$ cat config.mk
export PLATFORM = sky130hd
export DESIGN_NAME = adder_256bit
export DESIGN_NICKNAME = d
export VERILOG_FILES = /design/src/rtl/adder_256bit.sv
export SDC_FILE = /design/constraint.sdc
export NUM_CORES = 2
export LEC_CHECK = 0
export BUFFER_PORTS_ARGS = -buffer_cell sky130_fd_sc_hd__buf_2
export CAP_MARGIN = 20
export CORE_ASPECT_RATIO = 0.7
export CORE_MARGIN = 2
export CORE_UTILIZATION = 50
export DETAILED_ROUTE_END_ITERATION = 10
export GPL_TIMING_DRIVEN = 0
export PLACE_DENSITY = 0.86
export SLEW_MARGIN = 20
export SYNTH_ARGS = -nofsm -noshare
export SYNTH_HDL_FRONTEND = slang
export SYNTH_SLANG_ARGS = --single-unit
$ cat constraint.sdc
create_clock -name clk -period 5.1 [get_ports clk]
set_clock_uncertainty 0.2 [all_clocks]
set_input_delay 0.765 -clock clk [delete_from_list [all_inputs] [get_ports clk]]
set_output_delay 0.765 -clock clk [all_outputs]
set_load 0.005 [all_outputs]
$ cat src/rtl/adder_256bit.sv
// Multi-cycle wide adder: sum/cout = din_one + din_two + cin, one CHUNK_W
// slice per clock. Free-running LOAD -> ADD (NCHUNK cycles) -> DONE loop.
// The result registers and the done pulse update on the DONE edge, so done is
// high for the single cycle after that edge.
module adder_256bit #(
    parameter int DATA_W  = 256,
    parameter int CHUNK_W = 32
) (
    input  logic              clk,
    input  logic              rst,
    input  logic [DATA_W-1:0] din_one,
    input  logic [DATA_W-1:0] din_two,
    input  logic              cin,
    output logic [DATA_W-1:0] sum,
    output logic              cout,
    output logic              done
);

    localparam int NCHUNK = DATA_W / CHUNK_W;
    localparam int IDX_W  = (NCHUNK > 1) ? $clog2(NCHUNK) : 1;
    localparam logic [IDX_W-1:0] LAST_IDX = IDX_W'(NCHUNK - 1);

    typedef enum logic [1:0] {
        LOAD = 2'd0,
        ADD  = 2'd1,
        DONE = 2'd2
    } state_t;

    state_t             state_q;
    logic [DATA_W-1:0]  a_q, b_q;       // operands captured at LOAD
    logic [DATA_W-1:0]  psum_q;         // partial sum, filled slice by slice
    logic               carry_q;        // running carry between slices
    logic [IDX_W-1:0]   idx_q;          // current slice index
    logic [DATA_W-1:0]  sum_q;
    logic               cout_q;
    logic               done_q;

    logic [CHUNK_W-1:0] a_sl, b_sl;
    logic [CHUNK_W:0]   slice_d;        // {carry out, slice sum}

    // Slice adder for the current index; the carry-in is the running carry.
    always_comb begin
        a_sl    = a_q[int'(idx_q)*CHUNK_W +: CHUNK_W];
        b_sl    = b_q[int'(idx_q)*CHUNK_W +: CHUNK_W];
        slice_d = {1'b0, a_sl} + {1'b0, b_sl} + {{CHUNK_W{1'b0}}, carry_q};
    end

    // Sequencer FSM with registered result and done pulse.
    always_ff @(posedge clk) begin
        if (rst) begin
            state_q <= LOAD;
            a_q     <= '0;
            b_q     <= '0;
            psum_q  <= '0;
            carry_q <= 1'b0;
            idx_q   <= '0;
            sum_q   <= '0;
            cout_q  <= 1'b0;
            done_q  <= 1'b0;
        end else begin
            case (state_q)
                LOAD: begin
                    a_q     <= din_one;
                    b_q     <= din_two;
                    carry_q <= cin;
                    psum_q  <= '0;
                    idx_q   <= '0;
                    done_q  <= 1'b0;
                    state_q <= ADD;
                end
                ADD: begin
                    psum_q[int'(idx_q)*CHUNK_W +: CHUNK_W] <= slice_d[CHUNK_W-1:0];
                    carry_q <= slice_d[CHUNK_W];
                    done_q  <= 1'b0;
                    if (idx_q == LAST_IDX) begin
                        state_q <= DONE;
                    end else begin
                        idx_q <= idx_q + IDX_W'(1);
                    end
                end
                DONE: begin
                    sum_q   <= psum_q;
                    cout_q  <= carry_q;
                    done_q  <= 1'b1;
                    state_q <= LOAD;
                end
                default: begin
                    done_q  <= 1'b0;
                    state_q <= LOAD;
                end
            endcase
        end
    end

    assign sum  = sum_q;
    assign cout = cout_q;
    assign done = done_q;

endmodule

==> flow_summary_export.csv <==
group,metric,value,unit
sta,drv_slew,0,
sta,hold_viol,0,
synthesis,synth-seq-area-share,51.14,%
worst_setup_path,required,5.51,ns
die,coreArea,80230,µm²
sta,slew_headroom,20.64,%
worst_setup_path,slowest_stage,"xor2_1",
drt,drtIter0Drc,5455,
synthesis,syn_inst,4802,
layout,finalNetCount,6244,
pwr,p_sw,4811,µW
sta,setup_viol,0,
clock_tree,cts_buffer_depth,3,
clock_tree,root_buffer,"clkbuf_16",
worst_setup_path,cpPeakStageDelay,0.95,ns
pwr,pwr-share-seq,47.6,%
synthesis,synthTopCellsByArea,"dfxtp_1 51%, nand2_1 17%, a21oi_1 10%",
synthesis,synth_top_cell_by_area,"dfxtp_1",
layout,multi_input_area,18560,µm²
clock_tree,clk_latency,0.68,ns
worst_setup_path,critPathLaunchType,"register",
global_route,antenna_found_initial,20,
worst_setup_path,rr_endpoint,"psum_q[111]",
pwr,clkPwrFrac,40.8,%
layout,drive_gt1_share,20.32,%
drt,num_vias,41033,
layout,fillers,6802,
placed_design,dpl.hpwl,133600,µm
placed_design,port_buffers,772,
clock_tree,clock-sinks,1032,
worst_setup_path,critPathKind,"register to register",
worst_hold_path,holdPathStages,3,
sta,min_period_over_period,98.89,%
outcome,status,"complete, no violations",
worst_setup_path,crit_chain,"clkbuf_4 > buf_1 > mux4_2 > nand2_1 > nand2_1 > ha_1 > nand2_1 > nor3_1 > a31oi_1 > o21ai_1 > xor2_1 > a32o_1",
layout,seq_area,20660,µm²
global_route,first_global_vias,38038,
worst_setup_path,crit_fanout,10,
synthesis,synthFlopType,"dfxtp_1",
worst_setup_path,worstReg2RegStart,"idx_q[1]",
global_route,track_usage,39.91,%
job,maxCapViolations,0,
synthesis,syn_nets,5357,
layout,fin_util,61.60,%
sta,tightest_slew,1.186,ns
worst_setup_path,critical_path_buf_inv_count,2,
worst_hold_path,min_path_type,"primary input to register",
clock_tree,clk_pin_slew,0.07,ns
global_route,grt_pass1_wl,243600,µm
worst_setup_path,r2r_slack,0.06,ns
pwr,p_per_area,359.2,nW/µm²
die,io_pins,773,
die,rows,87,
clock_tree,h-tree-depth,3,
synthesis,syn_area,40390,µm²
worst_setup_path,rr_worst_depth,12,
layout,area_delta_synth_final,22.33,%
synthesis,ys_ff_latch,1032,
global_route,grt_max_degree,16,
placed_design,place_congestion,1.049,
drt,drc,0,
die,fp.dieW,343.7,µm
synthesis,avgSynthCellArea,8.412,µm²
sta,timing.fmax,198.3,MHz
worst_setup_path,crit_path_frequent_cell,"nand2_1",
pwr,switching_share,27.11,%
worst_hold_path,hold_start,"din_one[248]",
die,fp.dieH,241.8,µm
sta,rsz0062_at_grt,"false",
global_route,gr-total-overflow,0,
pwr,intPower,12940,µW
pwr,finalPower,17750,µW
worst_setup_path,arrival,5.45,ns
drt,avgViaCountPerCell,5.991,
synthesis,synth_top_area_share,51.14,%
clock_tree,tritoncts,"done",
clock_tree,cts_hold_buf,0,
synthesis,synth-edff-count,0,
drt,drt_pass1_iterations,8,
worst_setup_path,critPathCaptureType,"register",
synthesis,yosysUniqueCellTypes,66,
pwr,p_leak,0.02005,µW
drt,ant_nets,0,
sta,fin_crit,5.043,ns
clock_tree,numCtsBuffers,93,
worst_hold_path,hold_end,"a_q[248]",
pwr,power_frac_comb,11.6,%
worst_setup_path,cp_top_family,"buffers and inverters",
die,dieArea,83120,µm²
die,start_util,50.35,%
synthesis,synth_warnings,0,
drt,routed_wl,172500,µm
drt,wl_per_cell,25.18,µm
pwr,peakVddDrop,0.0002713,V
synthesis,async_reset_ff_share,0,%
## cell usage in the layout, fill, tap and decap left out, types with 5 or more instances in the layout
cell	synthesis	layout
a211oi_1	20	19
nand2_1	1814	1814
nand2b_1	5	5
nand4_1	8	8
a21oi_1	838	837
inv_6	0	5
dfxtp_1	1032	1030
diode_2	0	17
nor3_1	13	10
and2_1	7	7
mux4_2	128	128
o211ai_1	5	5
buf_1	34	19
inv_1	11	11
xnor2_2	0	12
buf_12	0	8
a22o_1	108	108
buf_6	0	6
a22oi_1	86	86
buf_4	1	9
xor2_4	0	5
a32o_1	8	8
clkbuf_8	0	27
and3_1	7	7
nor2_1	115	115
nand3_1	30	30
clkbuf_2	1	5
clkinv_2	0	18
a21o_1	11	11
o21ai_1	5	5
a31oi_1	11	11
o21ai_0	36	35
buf_2	15	793
ha_1	38	38
o21bai_1	8	8
clkbuf_1	329	339
clkbuf_16	0	93
xor2_2	3	6
## power by group through the flow
stage	Combinational [µW]	Clock (µW)	Sequential, µW
finish	2070	7240	8440
global route	2130	7520	8450
CTS	1940	7180	8430
detailed placement	1880	0	8610
global placement	1800	0	8600
floorplan	958	0	8550
## worst register-to-register path, stage by stage, from the launching register on
cell      delay, ns
dfxtp_2        0.46
clkbuf_4       0.33
buf_1          0.70
mux4_2         0.53
nand2_1        0.12
nand2_1        0.07
ha_1           0.43
nand2_1        0.16
nor3_1         0.29
a31oi_1        0.20
o21ai_1        0.30
xor2_1         0.95
a32o_1         0.25
## cell families (layout without fill, tap and decap cells)
group                      after synthesis  after routing  synth area share [%]
adders and majority gates               40             40                 1.276
other                                    0             17                     0
DFF                                   1032           1032                 51.14
AOI/OAI and AO/OA                     1164           1164                 16.78
xor gates and xnor gates                27             27                0.6412
buffers and inverters                  391           1353                 3.692
and+or+nand+nor                       2018           2018                 19.27
muxes                                  130            130                 7.192
## registers in the layout (all words and copies together) (netlist names)
| name | count |
|---|---|
| sum | 256 |
| idx_q | 3 |
| b_q | 256 |
| state_q | 2 |
| cout | 1 |
| done | 1 |
| a_q | 256 |
| psum_q | 256 |
| carry_q | 1 |
## how the worst max path moves through the flow
stage / from / end / slack, ns / cells after the start
2_1_floorplan: idx_q[0] / psum_q[254] / 0.02 / 16
3_3_place_gp: idx_q[0] / psum_q[216] / -2.26 / 15
3_5_place_dp: idx_q[0] / psum_q[122] / -1.38 / 16
4_1_cts: idx_q[0] / psum_q[254] / 0.02 / 17
5_1_grt: idx_q[0] / psum_q[254] / 0.007 / 17
6_report: idx_q[1] / psum_q[111] / 0.06 / 12
## routing by layer
layer  up-vias  GRT usage (%)  wire length, µm
li1      17982              -                -
met1     19432          52.70            64340
met2      2996          55.12            68960
met3       621          16.52            27800
met4         2          21.71            11330
met5         -              0               13
## synthesized netlist by cell type (4+ instances only)
| master | instances |
|---|---|
| clkbuf_1 | 329 |
| a31oi_1 | 11 |
| and2_1 | 7 |
| o21bai_1 | 8 |
| mux4_2 | 128 |
| o21ai_1 | 5 |
| nand2_1 | 1814 |
| a211oi_1 | 20 |
| nand4_1 | 8 |
| inv_1 | 11 |
| a22o_1 | 108 |
| a22oi_1 | 86 |
| xnor2_1 | 13 |
| buf_2 | 15 |
| dfxtp_1 | 1032 |
| nand2b_1 | 5 |
| nor2_1 | 115 |
| a32o_1 | 8 |
| nor3_1 | 13 |
| xor2_1 | 11 |
| buf_1 | 34 |
| o31ai_1 | 4 |
| a21oi_1 | 838 |
| o211ai_1 | 5 |
| nand3_1 | 30 |
| ha_1 | 38 |
| a21o_1 | 11 |
| o21ai_0 | 36 |
| and3_1 | 7 |
## stage by stage
stage / worst slack (ns) / cells / setup TNS (ns) / hold WS [ns] / instance area, µm²
final: 0.05666 / 6849 / 0 / 0.1200 / 49420
after floorplan: 0.02233 / 4802 / 0 / 0.2249 / 40400
after global routing: 0.007333 / 6845 / 0 / 0.1241 / 49410
after global placement: -2.262 / 6642 / -281.20 / 0.2342 / 45600
after detailed placement: -1.381 / 6650 / -157.26 / 0.2432 / 45870
after CTS: 0.01660 / 6827 / 0 / 0.1037 / 49260
## layout make-up
cell class	count	share of cell area [%]
diodes	17	0.08609
plain buffers	380	3.109
clock buffers	135	5.555
clock inverters	35	0.7343
inverters	11	0.08355
multi-input cells	3379	37.56
flip-flops and latches	1032	41.81
well taps	1068	2.704
repair buffers	792	8.353
## timing repair
item                                    4_1_cts  5_1_grt
setup buffers                                 7        5
gates resized for setup                      62       24
endpoints found under the setup margin      219       98
pin swaps                                     5        6
Note: power is estimated with default switching activity, not from simulation.
